==> src/rtl/asrv32_writeback_pkg.sv <==
// asrv32_writeback_pkg: shared opcode indices, trap causes, access widths and FSM states
package asrv32_writeback_pkg;
    localparam int OPCODE_WIDTH = 11;
    localparam int OP_LOAD = 2;
    localparam int OP_STORE = 3;
    localparam int OP_SYSTEM = 9;
    localparam logic [1:0] F3_HALF = 2'b01;
    localparam logic [1:0] F3_WORD = 2'b10;
    localparam logic [3:0] MISALIGNED_LOAD = 4'd4;
    localparam logic [3:0] MISALIGNED_STORE = 4'd6;
    localparam logic [3:0] EBREAK = 4'd3;
    localparam logic [3:0] ECALL_M = 4'd11;
    typedef enum logic {IDLE, REDIRECT} state_t;
endpackage

==> src/rtl/asrv32_writeback_trap_detect.sv <==
// asrv32_writeback_trap_detect: misalignment check and trap priority encoder
// Inputs:  is_load/is_store, width (funct3[1:0]), addr, pc, is_ecall, is_ebreak
// Outputs: trap, cause (mcause code), tval (mtval value)
module asrv32_writeback_trap_detect
    import asrv32_writeback_pkg::*;
(
    input  logic        is_load,
    input  logic        is_store,
    input  logic [1:0]  width,
    input  logic [31:0] addr,
    input  logic [31:0] pc,
    input  logic        is_ecall,
    input  logic        is_ebreak,
    output logic        trap,
    output logic [3:0]  cause,
    output logic [31:0] tval
);
    logic mis;
    always_comb begin
        mis = (is_load || is_store) &&
              ((width == F3_HALF && addr[0]) || (width == F3_WORD && addr[1:0] != 2'b00));
        trap = mis || is_ebreak || is_ecall;
        cause = mis ? (is_load ? MISALIGNED_LOAD : MISALIGNED_STORE) :
                is_ebreak ? EBREAK : is_ecall ? ECALL_M : 4'd0;
        tval = mis ? addr : is_ebreak ? pc : 32'd0;
    end
endmodule

==> src/rtl/asrv32_writeback.sv <==
// asrv32_writeback: register-file commit plus trap/MRET redirect and flush FSM
// Inputs:  i_clk, i_rst_n, i_ce, MEM/WB opcode/funct3/address/pc, i_load_data,
//          i_wr_rd/i_rd_addr/i_rd, decoded i_is_ecall/i_is_ebreak/i_is_mret
// Outputs: o_wr_rd/o_rd_addr/o_rd_data (combinational commit), o_change_pc/o_next_pc,
//          o_flush, o_mepc/o_mtval/o_mcause trap state, o_trap_active
module asrv32_writeback
    import asrv32_writeback_pkg::*;
#(
    parameter logic [31:0] TRAP_VECTOR = 32'h0000_0004,
    parameter int FLUSH_CYCLES = 2
) (
    input  logic                    i_clk,
    input  logic                    i_rst_n,
    input  logic                    i_ce,
    input  logic [OPCODE_WIDTH-1:0] i_opcode_memwb,
    input  logic [2:0]              i_funct3_memwb,
    input  logic [31:0]             i_result_from_alu_memwb,
    input  logic [31:0]             i_pc_memwb,
    input  logic [31:0]             i_load_data,
    input  logic                    i_wr_rd,
    input  logic [4:0]              i_rd_addr,
    input  logic [31:0]             i_rd,
    input  logic                    i_is_ecall,
    input  logic                    i_is_ebreak,
    input  logic                    i_is_mret,
    output logic                    o_wr_rd,
    output logic [4:0]              o_rd_addr,
    output logic [31:0]             o_rd_data,
    output logic                    o_change_pc,
    output logic [31:0]             o_next_pc,
    output logic                    o_flush,
    output logic [31:0]             o_mepc,
    output logic [31:0]             o_mtval,
    output logic [3:0]              o_mcause,
    output logic                    o_trap_active
);
    state_t state, state_nx;
    logic [2:0] cnt, cnt_nx;
    logic v, trap, detect;
    logic [3:0] cause;
    logic [31:0] tval;
    logic unused_bits;
    assign unused_bits = ^{i_opcode_memwb, i_funct3_memwb[2]};
    asrv32_writeback_trap_detect u_detect (
        .is_load(i_opcode_memwb[OP_LOAD]),
        .is_store(i_opcode_memwb[OP_STORE]),
        .width(i_funct3_memwb[1:0]),
        .addr(i_result_from_alu_memwb),
        .pc(i_pc_memwb),
        .is_ecall(i_is_ecall),
        .is_ebreak(i_is_ebreak),
        .trap(trap),
        .cause(cause),
        .tval(tval)
    );
    // i_rst_n gates the combinational outputs so everything reads 0 while reset is held
    always_comb begin
        v = i_rst_n && i_ce && state == IDLE;
        detect = v && (trap || i_is_mret);
        o_wr_rd = v && i_wr_rd && i_rd_addr != 5'd0 && !trap;
        o_rd_addr = i_rst_n ? i_rd_addr : 5'd0;
        o_rd_data = !i_rst_n ? 32'd0 : i_opcode_memwb[OP_LOAD] ? i_load_data : i_rd;
        o_change_pc = detect;
        o_next_pc = !detect ? 32'd0 : trap ? TRAP_VECTOR : o_mepc;
        o_flush = detect || state == REDIRECT;
        o_trap_active = state == REDIRECT;
        state_nx = detect ? REDIRECT : (state == REDIRECT && cnt == 3'd1) ? IDLE : state;
        cnt_nx = detect ? 3'(FLUSH_CYCLES) : state == REDIRECT ? cnt - 3'd1 : cnt;
    end
    always_ff @(posedge i_clk or negedge i_rst_n) begin
        if (!i_rst_n) begin
            state <= IDLE;
            cnt <= 3'd0;
            o_mepc <= 32'd0;
            o_mtval <= 32'd0;
            o_mcause <= 4'd0;
        end else begin
            state <= state_nx;
            cnt <= cnt_nx;
            if (detect && trap) begin
                o_mepc <= i_pc_memwb;
                o_mtval <= tval;
                o_mcause <= cause;
            end
        end
    end
endmodule

==> config.mk <==
export PLATFORM = sky130hd
export DESIGN_NAME = asrv32_writeback
export DESIGN_NICKNAME = d
export VERILOG_FILES = /design/src/rtl/asrv32_writeback_pkg.sv /design/src/rtl/asrv32_writeback_trap_detect.sv /design/src/rtl/asrv32_writeback.sv
export SDC_FILE = /design/constraint.sdc
export NUM_CORES = 1
export LEC_CHECK = 0
export ABC_CLOCK_PERIOD_IN_PS = 2300
export BUFFER_PORTS_ARGS = -buffer_cell sky130_fd_sc_hd__buf_2
export CORE_AREA = 2 2 114 116
export DETAILED_ROUTE_END_ITERATION = 10
export DIE_AREA = 0 0 116 118
export PLACE_DENSITY_LB_ADDON = 0.3
export SYNTH_ARGS = -nofsm -noshare
export SYNTH_HDL_FRONTEND = slang
export SYNTH_HIERARCHICAL = 1
export SYNTH_SLANG_ARGS = --single-unit
==> constraint.sdc <==
create_clock -name i_clk -period 2.3 [get_ports i_clk]
set_input_delay 0.46 -clock i_clk [delete_from_list [all_inputs] [get_ports i_clk]]
set_output_delay 0.46 -clock i_clk [all_outputs]
set_load 0.02 [all_outputs]
Word level (Yosys, flattened, before mapping)
Cells that the tools add are included.

Latch bits: 0. Memories: 0. Logic and storage cells: 47. Output and inout bits: 141. RAM bits: 0. Bits in read-only memories: 0. Input bits: 154. Register bits: 72.

Shifts and indexed selects: 0. Div/mod/pow operators: 0. Equality and inequality tests: 3. Add/sub/neg operators: 1. Reduce and logical (&&, ||, !) cells: 22. Multiplexer cells: 15. $lt $le $gt $ge: 0. Bitwise logic cells: 1. Multipliers: 0.

Operator list (count): $mux W32 (6); $mux W4 (3); $logic_and A1 B1 Y1 (11); $logic_or A1 B1 Y1 (6); $mux W3 (2); $reduce_bool A2 Y1 (3); $mux W5 (1); $reduce_bool A5 Y1 (1); $eq A3 B1 Y1 const B (1); $sub A3 B1 Y3 const B (1); $eq A2 B1 Y1 const B (1); $eq A2 B2 Y1 const B (1); $mux W1 (2); $mux W2 (1); $logic_not A1 Y1 (1); $not A1 Y1 (1).

Logic depth before layout (Yosys ltp)
Gate-level depths: netlist (run 1).

Depth in word-level cells: 9. Mapped depth: 9. Depth with buffers taken out: 6.

Modules after synthesis
Netlist (run 1), hierarchy kept.

Modules (own cells, without submodules): asrv32_writeback (sequential area each 1801.7 µm², area each 3729.8 µm², times used 1, cells an instance 321); asrv32_writeback_trap_detect (sequential area each 0.0 µm², area each 743.2 µm², times used 1, cells an instance 115).

Worst setup path before layout (run 1)
No wires, ideal clock.

Path type: input -> output. Start point: in i_funct3_memwb[1]. End point: out o_next_pc[2]. Data required time: 1840 ps. Data arrival time: 2184 ps. Path slack: -344 ps. Buffers on the path: 3. Stages on the path: 9. Cells stage by stage: nand3b_1 -> o21ai_2 -> o21a_4 -> buf_12 -> nand2b_1 -> nand4b_4 -> buf_4 -> buf_6 -> a211oi_1.

Longest elaborated chain between the ends: 9. Elaborated cells between the ends (all ways): 12. Classes of those cells: eq/ne (2); mux (2); reduce/logical (8).

RTL lines: from (decl) (RTL line asrv32_writeback.sv:16) `input logic [2:0] i_funct3_memwb,`; $eq A2 B1 Y1 or $eq A2 B2 Y1 (tied branches) (RTL line asrv32_writeback_trap_detect.sv:21) `((width == F3_HALF && addr[0]) || (width == F3_WORD && addr[1:0] != 2'b00));`; $logic_and A1 B1 Y1 (RTL line asrv32_writeback_trap_detect.sv:21); $logic_or A1 B1 Y1 * (RTL line asrv32_writeback_trap_detect.sv:21); $logic_and A1 B1 Y1 * (RTL line asrv32_writeback_trap_detect.sv:20) `mis = (is_load || is_store) &&`; $logic_or A1 B1 Y1 * (2 in a row) (RTL line asrv32_writeback_trap_detect.sv:22) `trap = mis || is_ebreak || is_ecall;`; via trap (RTL line asrv32_writeback.sv:39) `logic v, trap, detect;`; $logic_or A1 B1 Y1 (RTL line asrv32_writeback.sv:59) `detect = v && (trap || i_is_mret);`; $logic_and A1 B1 Y1 (RTL line asrv32_writeback.sv:59); $mux W32 * (RTL line asrv32_writeback.sv:64) `o_next_pc = !detect ? 32'd0 : trap ? TRAP_VECTOR : o_mepc;`; to (decl) (RTL line asrv32_writeback.sv:30) `output logic [31:0] o_next_pc,`.

Mark *: on every way through the listed nets, which the timed path passes. The rest lies on a longest branch.

Worst setup path after layout (run 1)
Start point: in i_result_from_alu_memwb[0]. End point: out o_next_pc[0].

Longest elaborated chain between the ends: 9. Elaborated cells between the ends (all ways): 11. Classes of those cells: mux (2); reduce/logical (9).

RTL lines: from (decl) (RTL line asrv32_writeback.sv:17) `input logic [31:0] i_result_from_alu_memwb,`; $reduce_bool A2 Y1 (RTL line asrv32_writeback_trap_detect.sv:21); $logic_and A1 B1 Y1 (RTL line asrv32_writeback_trap_detect.sv:21); $logic_or A1 B1 Y1 * (RTL line asrv32_writeback_trap_detect.sv:21); $logic_and A1 B1 Y1 * (RTL line asrv32_writeback_trap_detect.sv:20); $logic_or A1 B1 Y1 * (2 in a row) (RTL line asrv32_writeback_trap_detect.sv:22); via trap (RTL line asrv32_writeback.sv:39); $logic_or A1 B1 Y1 (RTL line asrv32_writeback.sv:59); $logic_and A1 B1 Y1 (RTL line asrv32_writeback.sv:59); $mux W32 * (RTL line asrv32_writeback.sv:64).

Marked as above.

==> results of run 1 <==
-- cell families (layout without fill, tap and decap cells) --
group / Yosys count / count (layout)
AOI/OAI and AO/OA: 11 / 11
adders and majority gates: 2 / 2
buffers and inverters: 100 / 384
DFF: 72 / 72
muxes: 133 / 133
and+or+nand+nor: 118 / 118
-- area by class of cell --
cell class / count / area (um2)
fillers: 1168 / 5750
multi-input cells: 264 / 2410
flip-flops and latches: 72 / 1800
repair buffers: 300 / 1660
inverters: 68 / 255
clock buffers: 9 / 225
well taps: 172 / 215
clock inverters: 7 / 96.3
-- path summary, 6_finish.rpt --
check                                      startpoint  depth (start not counted)                 endpoint  slack [ns]
max in group asynchronous                     i_rst_n                          2   o_mtval[7]$_DFFE_PN0P_        1.51
min in group i_clk                     i_pc_memwb[13]                          2   o_mepc[13]$_DFFE_PN0P_        0.38
min                                           i_rst_n                          2       cnt[2]$_DFFE_PN0P_        0.18
max                        i_result_from_alu_memwb[0]                          9             o_next_pc[0]      -0.001
max reg2reg                 o_trap_active$_DFFE_PN0P_                          3   o_mepc[23]$_DFFE_PN0P_        0.89
min reg2reg                   o_mtval[16]$_DFFE_PN0P_                          1  o_mtval[16]$_DFFE_PN0P_        0.50
-- through the flow --
| stage | cells | cell area, um2 |
|---|---|---|
| after global routing | 892 | 6670 |
| after detailed placement | 875 | 6240 |
| after global placement | 875 | 6240 |
| after CTS | 892 | 6620 |
| after floorplan | 436 | 4660 |
| final | 892 | 6670 |
-- routing by layer --
layer / wire length [um] / vias to the layer above
li1: - / 1973
met1: 5640 / 1974
met2: 7690 / 173
met3: 1380 / 12
met4: 115 / 2
met5: 13 / -
-- flip-flops by register name (all words and copies together) (netlist names) --
signal         count
cnt                3
o_mepc            32
o_mcause           4
o_trap_active      1
o_mtval           32
-- synthesized netlist by cell type (4+ instances only) --
library cell	count
and2_1	6
buf_12	4
buf_2	9
clkbuf_1	16
dfrtp_1	72
inv_1	68
mux2_2	59
mux2_4	9
mux2i_1	65
nand2_1	33
nor2_1	5
nor2b_1	35
nor3_1	32
-- placed cells by master (no fill, tap or decap), types with 2 or more instances in the layout --
cell type	Yosys	routed
nor3_2	0	30
mux2_2	59	59
nor2_1	5	5
clkinv_4	0	3
nor2b_1	35	35
clkinv_2	0	2
ha_1	2	2
buf_12	4	3
inv_1	68	67
bufinv_16	0	2
and2_1	6	6
dfrtp_1	72	72
buf_6	1	3
mux2_4	9	9
nand2_1	33	33
buf_4	2	33
mux2i_1	65	65
clkbuf_16	0	9
buf_2	9	259
-- what timing repair did --
item,in CTS,in global routing
setup endpoints to repair,22,32
resized for setup,14,15
gates cloned,0,0
hold buffers,1,0
endpoints found under the hold margin,1,0
-- power by group --
| group | internal [uW] | switching, uW |
|---|---|---|
| combinational | 1320 | 1790 |
| sequential | 1900 | 430 |
| clock | 951 | 558 |
==> results.toml, run 1 <==
[floorplan]
die-area_um2 = 13700
start_util = 0.360
rows = 41
die_h_um = 118
core_area_um2 = 12400
ios = 295
die_w_um = 116

[yosys]
netlist_area_um2 = 4470
netlist_instances = 436
synth-edff-count = 0
synthDistinctLibCells = 31
synth_simple_gate_area_frac = 0.142
yosys_most_used_dff = "dfrtp_1"
synthMuxAreaShare = 0.324
synth_top_area_cell = "dfrtp_1"
synth_seq_cells = 72
yosysSeqAreaShare = 0.403
avgSynthCellArea_um2 = 10.3
synth_xor_area_frac = 0
synthArstFlopShare = 1.00
yosys-top-cells-area = "dfrtp_1 (40%), mux2_2 (15%), mux2i_1 (15%), inv_1 (5.7%), nor2b_1 (4.9%)"
synth_top_family_by_area = "multiplexers"
syn-num-nets = 592
yosysTopAreaCellShare = 0.403
synth-compound-area-share = 0.0210
yosys_warnings = 6
synth_fa_ha_area_frac = 0.00559

[pwr]
power_uw = 6950
power.density_nw_per_um2 = 1040
p_leak_uw = 0.00372
vdd_drop_max_mv = 0.592

[routing]
wl_per_cell_um = 16.6
wirelength_um = 14800
num_vias = 4134
dr.pass1.iters = 4
detail-route-antenna-nets = 0
first_iter_violations = 113
vias_per_cell = 4.63
route.detailed.drc = 0

[worst_setup_path]
slowest_stage = "nand4bb_4"
cp_max_fo = 18
crit_type = "in -> out"
crit_path_end_kind = "output port"
cp.required_ns = 1.84
path_cells = "buf_8 -> o21ai_4 -> o21ai_2 -> o21a_4 -> nand2b_4 -> nand4bb_4 -> buf_12 -> nor3_4 -> buf_6"
cp-start-kind = "input port"
critPathBufInv = 3
cpPeakStageDelay_ns = 0.25
crit_family = "simple AND/OR/NAND/NOR gates"
cp.arrival_ns = 1.84

[global_routing]
grt_overflow_total = 0
antenna_found_initial = 2
first_global_vias = 4218
globalRouteTotalUtil = 0.208
grtUsageMet3 = 0.0700
grt_first_pass_wirelength_um = 22000
globalRoute.busiestLayer = "met2"
grt_util_met2 = 0.385
use_met1 = 0.225
grt_max_degree = 50

[cts]
clock_sinks = 72
cts_buffers = 9
clock_path_buffers = 2
cts_tree = "built"
clk-insertion-delay-late_ns = 0.33
clkSlewWorstSetupHoldPaths_ns = 0.06
postCtsSetupBuffers = 0
htree_levels = 3
cts_root_buffer = "clkbuf_16"

[timing]
holdWs_ns = 0.179
tightest_slew_ns = 0.914
rsz0062_at_grt = "true"
fin_skew_ns = 0.00533
setup_viol = 1
slew_violations = 0
relSlewSlack = 0.391
setup_tns_ns = -0.00130
hold_viol = 0
fin_ws_ns = -0.00130
timing.fmax_mhz = 435
min_period_ns = 2.30
min_period_over_period = 1.00

[placement]
place_congestion = 0.836
port_buffers = 284
place_hpwl_um = 11200
dp_slack_ns = -0.0672

[status]
violations = "negative setup slack"
status = "complete, but fails checks"

[min_path]
hp-class = "in -> async"

[cells_and_area]
antennaDiodeCount = 0
drive_above_1_share = 0.588
utilization = 0.537
areaGrowthSynthToFinish_pct = 49.0
nets = 871

[run]
drv_cap = 0
(Power assumes the default switching activity.)
==> run 2: changes to the inputs <==
- ABC_CLOCK_PERIOD_IN_PS: 2300 -> not set
- clock period: 2.3 -> 2.39 ns (I/O delays scaled with it)
==> results.toml, run 2 (synthesized netlist as in run 1, its figures left out) <==
[cells_and_area]
areaGrowthSynthToFinish_pct = 53.2
layout_common_cells = "buf_2 (252), dfrtp_1 (72), inv_1 (67)"
nets = 876
antennaDiodeCount = 0
drive_above_1_share = 0.592
multi_input_area_um2 = 2430
stdcell_count = 897
reg_top3 = "o_mepc x32, o_mtval x32, o_mcause x4"
seq_area_um2 = 1800
layout_commonest_cell = "buf_2"
nFillCells = 1103

[status]
violations = "negative setup slack"
status = "complete, but fails checks"

[cts]
clock_sinks = 72
cts_root_buffer = "clkbuf_16"
htree_levels = 3
cts_tree = "built"
clock_path_buffers = 2
clkSlewWorstSetupHoldPaths_ns = 0.06
cts_buffers = 9
clk-insertion-delay-late_ns = 0.33

[routing]
wl_per_cell_um = 16.4
detail-route-antenna-nets = 0
route.detailed.drc = 0
wirelength_um = 14700
dr.pass1.iters = 4
first_iter_violations = 108
vias_per_cell = 4.69
num_vias = 4204

[pwr]
power.density_nw_per_um2 = 1000
vdd_drop_max_mv = 0.652
p_leak_uw = 0.00380

[global_routing]
first_global_vias = 4295
grt_util_met2 = 0.355
antenna_found_initial = 0
globalRoute.busiestLayer = "met2"
use_met1 = 0.217
globalRouteTotalUtil = 0.198
grt_max_degree = 56
grt_first_pass_wirelength_um = 21300
grtUsageMet3 = 0.0649
grt_overflow_total = 0

[timing]
relSlewSlack = 0.341
min_period_ns = 2.39
min_period_over_period = 1.00
slew_violations = 0
fin_skew_ns = 0.00846
holdWs_ns = 0.302
setup_viol = 1
hold_viol = 0
tightest_slew_ns = 0.989
timing.fmax_mhz = 418
rsz0062_at_grt = "true"
fin_ws_ns = -0.00120

[worst_setup_path]
cp.required_ns = 1.91
cp-start-kind = "input port"
crit_path_end_kind = "output port"
cp.arrival_ns = 1.91
crit_type = "in -> out"
cp_max_fo = 7

[run]
drv_cap = 0

[floorplan]
die_h_um = 118
die-area_um2 = 13700
ios = 295
die_w_um = 116
start_util = 0.360
core_area_um2 = 12400
rows = 41

[placement]
dpl.cell_count = 873
place_hpwl_um = 10700
place_congestion = 0.828
port_buffers = 284

[min_path]
hp-class = "in -> async"
==> run 2: cell types whose count changed in the layout (fill, tap and decap cells not counted), sizes merged <==
| cell | delta |
|---|---|
| clkinv | -4 |
| inv | +1 |
| clkinvlp | +1 |
| buf | +2 |
| bufinv | +1 |
| clkbuf | +4 |
==> run 2: cell type report <==
class | count | share of cell area
well taps | 172 | 0.0314
inverters | 68 | 0.0372
clock inverters | 6 | 0.0168
flip-flops and latches | 72 | 0.263
repair buffers | 305 | 0.262
clock buffers | 10 | 0.0349
multi-input cells | 264 | 0.355
==> run 2: final timing paths <==
check | startpoint | endpoint | slack (ns) | depth (start not counted)
max | i_result_from_alu_memwb[0] | o_next_pc[21] | -0.001 | 10
min in group i_clk | i_pc_memwb[24] | o_mepc[24]$_DFFE_PN0P_ | 0.39 | 2
min | i_rst_n | o_mtval[27]$_DFFE_PN0P_ | 0.30 | 2
min reg2reg | o_mtval[12]$_DFFE_PN0P_ | o_mtval[12]$_DFFE_PN0P_ | 0.50 | 1
max in group asynchronous | i_rst_n | o_mepc[30]$_DFFE_PN0P_ | 1.49 | 2
max reg2reg | o_trap_active$_DFFE_PN0P_ | o_mtval[14]$_DFFE_PN0P_ | 0.87 | 3
==> run 2: power by group <==
part	switching, uW	internal, uW
clock	535	1050
combinational	1740	1280
sequential	416	1830
==> run 2: timing repair <==
action | CTS | global route
cloned | 0 | 4
hold buffers | 1 | 0
hold endpoints to repair | 4 | 0
pin swaps | 0 | 2
resized for setup | 1 | 48
endpoints found under the setup margin | 1 | 28
buffers inserted | 0 | 3
==> run 2: critical path: stages <==
cell	delay [ns]
buf_8	0.10
o21ai_2	0.13
o21ai_2	0.08
o21a_4	0.12
nand2b_4	0.14
nand4bb_4	0.23
buf_12	0.17
buf_12	0.14
nor3_4	0.17
buf_6	0.15
==> run 2: through the flow <==
step	setup slack [ns]	total power, uW	instance area (um2)	TNS (ns)	util
CTS	0.00392	6870	6570	0	0.529
global route	-0.0669	7230	6850	-0.915	0.552
global placement	0.0503	5140	6200	0	0.500
finish	-0.00120	6850	6850	-0.00120	0.552
floorplan	-0.0540	4120	4640	-1.58	-
detailed placement	-0.00562	5250	6200	-0.00562	0.500
==> run 2: metal layers <==
metal | share of wire | up-vias
met5 | 0 | -
met4 | 0.016 | 0
met3 | 0.093 | 12
met2 | 0.52 | 191
met1 | 0.37 | 2017
li1 | - | 1984
==> run 3: changes to the inputs <==
- BUFFER_PORTS_ARGS: -buffer_cell sky130_fd_sc_hd__buf_2 -> not set
- DONT_BUFFER_PORTS: not set -> 1
==> results.toml, run 3 (synthesized netlist as in run 1, its figures left out) <==
[pwr]
vdd_drop_max_mv = 0.595
switchingPower_uw = 2420
p_clk_frac = 0.216
p_leak_uw = 0.00261
p_seq_frac = 0.539
comb_power_share = 0.244
swShare = 0.424
p_int_uw = 3290
power.density_nw_per_um2 = 1080

[floorplan]
die_h_um = 118
die_w_um = 116
rows = 41
start_util = 0.360
core_area_um2 = 12400
die-area_um2 = 13700
ios = 295

[cells_and_area]
multi_input_area_um2 = 2380
reg_top3 = "o_mepc x32, o_mtval x32, o_mcause x4"
areaGrowthSynthToFinish_pct = 18.8
drive_above_1_share = 0.355
nFillCells = 1219
fin_area_um2 = 5310
antennaDiodeCount = 0
seq_area_um2 = 1800
nets = 616
layout_commonest_cell = "dfrtp_1"
layout_common_cells = "dfrtp_1 (72), inv_1 (67), mux2i_1 (65)"

[routing]
dr.pass1.iters = 4
vias_per_cell = 5.04
wl_per_cell_um = 20.4
detail-route-antenna-nets = 0
num_vias = 3209
route.detailed.drc = 0
wirelength_um = 13000
first_iter_violations = 96

[cts]
htree_levels = 3
clk-insertion-delay-late_ns = 0.34
clkSlewWorstSetupHoldPaths_ns = 0.06
cts_tree = "built"
cts_root_buffer = "clkbuf_16"
cts_buffers = 9
clock_sinks = 72
clock_path_buffers = 2

[placement]
postPlaceCellArea_um2 = 5000
dp_slack_ns = 0.0254
place_congestion = 0.760
port_buffers = 0
place_hpwl_um = 9560

[worst_setup_path]
cp.arrival_ns = 1.75
reg2reg_slack_ns = 0.66
cpPeakStageDelay_ns = 0.24
path_cells = "o21ai_2 -> o21ai_2 -> o21a_4 -> nand2b_1 -> nand4bb_4 -> buf_12 -> nor3_1 -> buf_4"
critPathBufInv = 2
crit_path_end_kind = "output port"
cp_max_fo = 21
crit_type = "in -> out"
cp_common_cell = "o21ai_2"
crit_family = "simple AND/OR/NAND/NOR gates"
cp-start-kind = "input port"
cp.required_ns = 1.91
slowest_stage = "nand4bb_4"

[timing]
min_period_over_period = 0.933
timing.fmax_mhz = 448
min_period_ns = 2.23
relSlewSlack = 0.551
slew_violations = 0
fin_ws_ns = 0.159
fin_skew_ns = 0.00594
hold_viol = 0
rsz0062_at_grt = "false"
setup_viol = 0
tightest_slew_ns = 0.674

[global_routing]
grt_max_degree = 73
grt_first_pass_wirelength_um = 19400
antenna_found_initial = 0
grt_overflow_total = 0
first_global_vias = 3498
globalRouteTotalUtil = 0.188

[min_path]
hp-class = "in -> async"

[status]
status = "finished, final reports clean"

[run]
drv_cap = 0
==> run 3: cell types whose count changed in the layout (fill, tap and decap cells not counted), sizes merged <==
cell | before | now
clkinvlp | 1 | 0
inv | 69 | 68
clkinv | 1 | 6
dlygate4sd3 | 1 | 0
bufinv | 3 | 0
buf | 301 | 45
clkbuf | 13 | 10
==> run 3: worst paths after layout <==
kind	start	endpoint	depth (start not counted)
max	i_result_from_alu_memwb[0]	o_next_pc[31]	8
min	i_rst_n	o_mepc[6]$_DFFE_PN0P_	1
max reg2reg	o_trap_active$_DFFE_PN0P_	o_mtval[24]$_DFFE_PN0P_	4
min reg2reg	cnt[1]$_DFFE_PN0P_	cnt[1]$_DFFE_PN0P_	2
max in group asynchronous	i_rst_n	o_mcause[0]$_DFFE_PN0P_	1
min in group i_clk	i_pc_memwb[6]	o_mepc[6]$_DFFE_PN0P_	1
==> run 3: layout make-up <==
class,instances,share of cell area
tap,172,0.0405
sequential,72,0.339
inverter,68,0.0480
clock inverter,6,0.00848
clock buffer,10,0.0431
multi-input combinational,264,0.449
timing repair buffer,45,0.0721
==> run 3: stage by stage <==
step	setup TNS [ns]	hold WS, ns	util	total power (uW)	std cells
after detailed placement	0	0.184	0.403	4490	620
after global placement	0	0.185	0.403	4400	620
after floorplan	-1.58	0.182	-	4120	436
after global routing	0	0.0388	0.428	6050	637
final	0	0.00448	0.428	5710	637
after CTS	0	0.0298	0.427	5800	637
==> run 3: power groups by stage <==
| stage | Sequential [uW] | Clock (uW) | Combinational [uW] |
|---|---|---|---|
| 2_1_floorplan | 2910 | 0 | 1210 |
| 3_3_place_gp | 3090 | 0 | 1320 |
| 3_5_place_dp | 3110 | 0 | 1380 |
| 4_1_cts | 3100 | 1290 | 1410 |
| 5_1_grt | 3170 | 1350 | 1530 |
| 6_report | 3080 | 1240 | 1400 |
==> run 3: per-layer routing <==
layer	vias up	routed length (um)	track usage	share of wire
li1	1464	-	-	-
met1	1534	4600	0.191	0.35
met2	192	6700	0.336	0.51
met3	19	1480	0.0886	0.11
met4	0	229	0.0618	0.018
met5	-	0	0	0
==> run 3: repair_timing <==
| item | CTS | global route |
|---|---|---|
| gates resized for setup | 0 | 1 |
| hold buffers | 1 | 0 |
| buffers inserted | 0 | 0 |
| setup endpoints to repair | 0 | 4 |
| hold endpoints to repair | 72 | 0 |
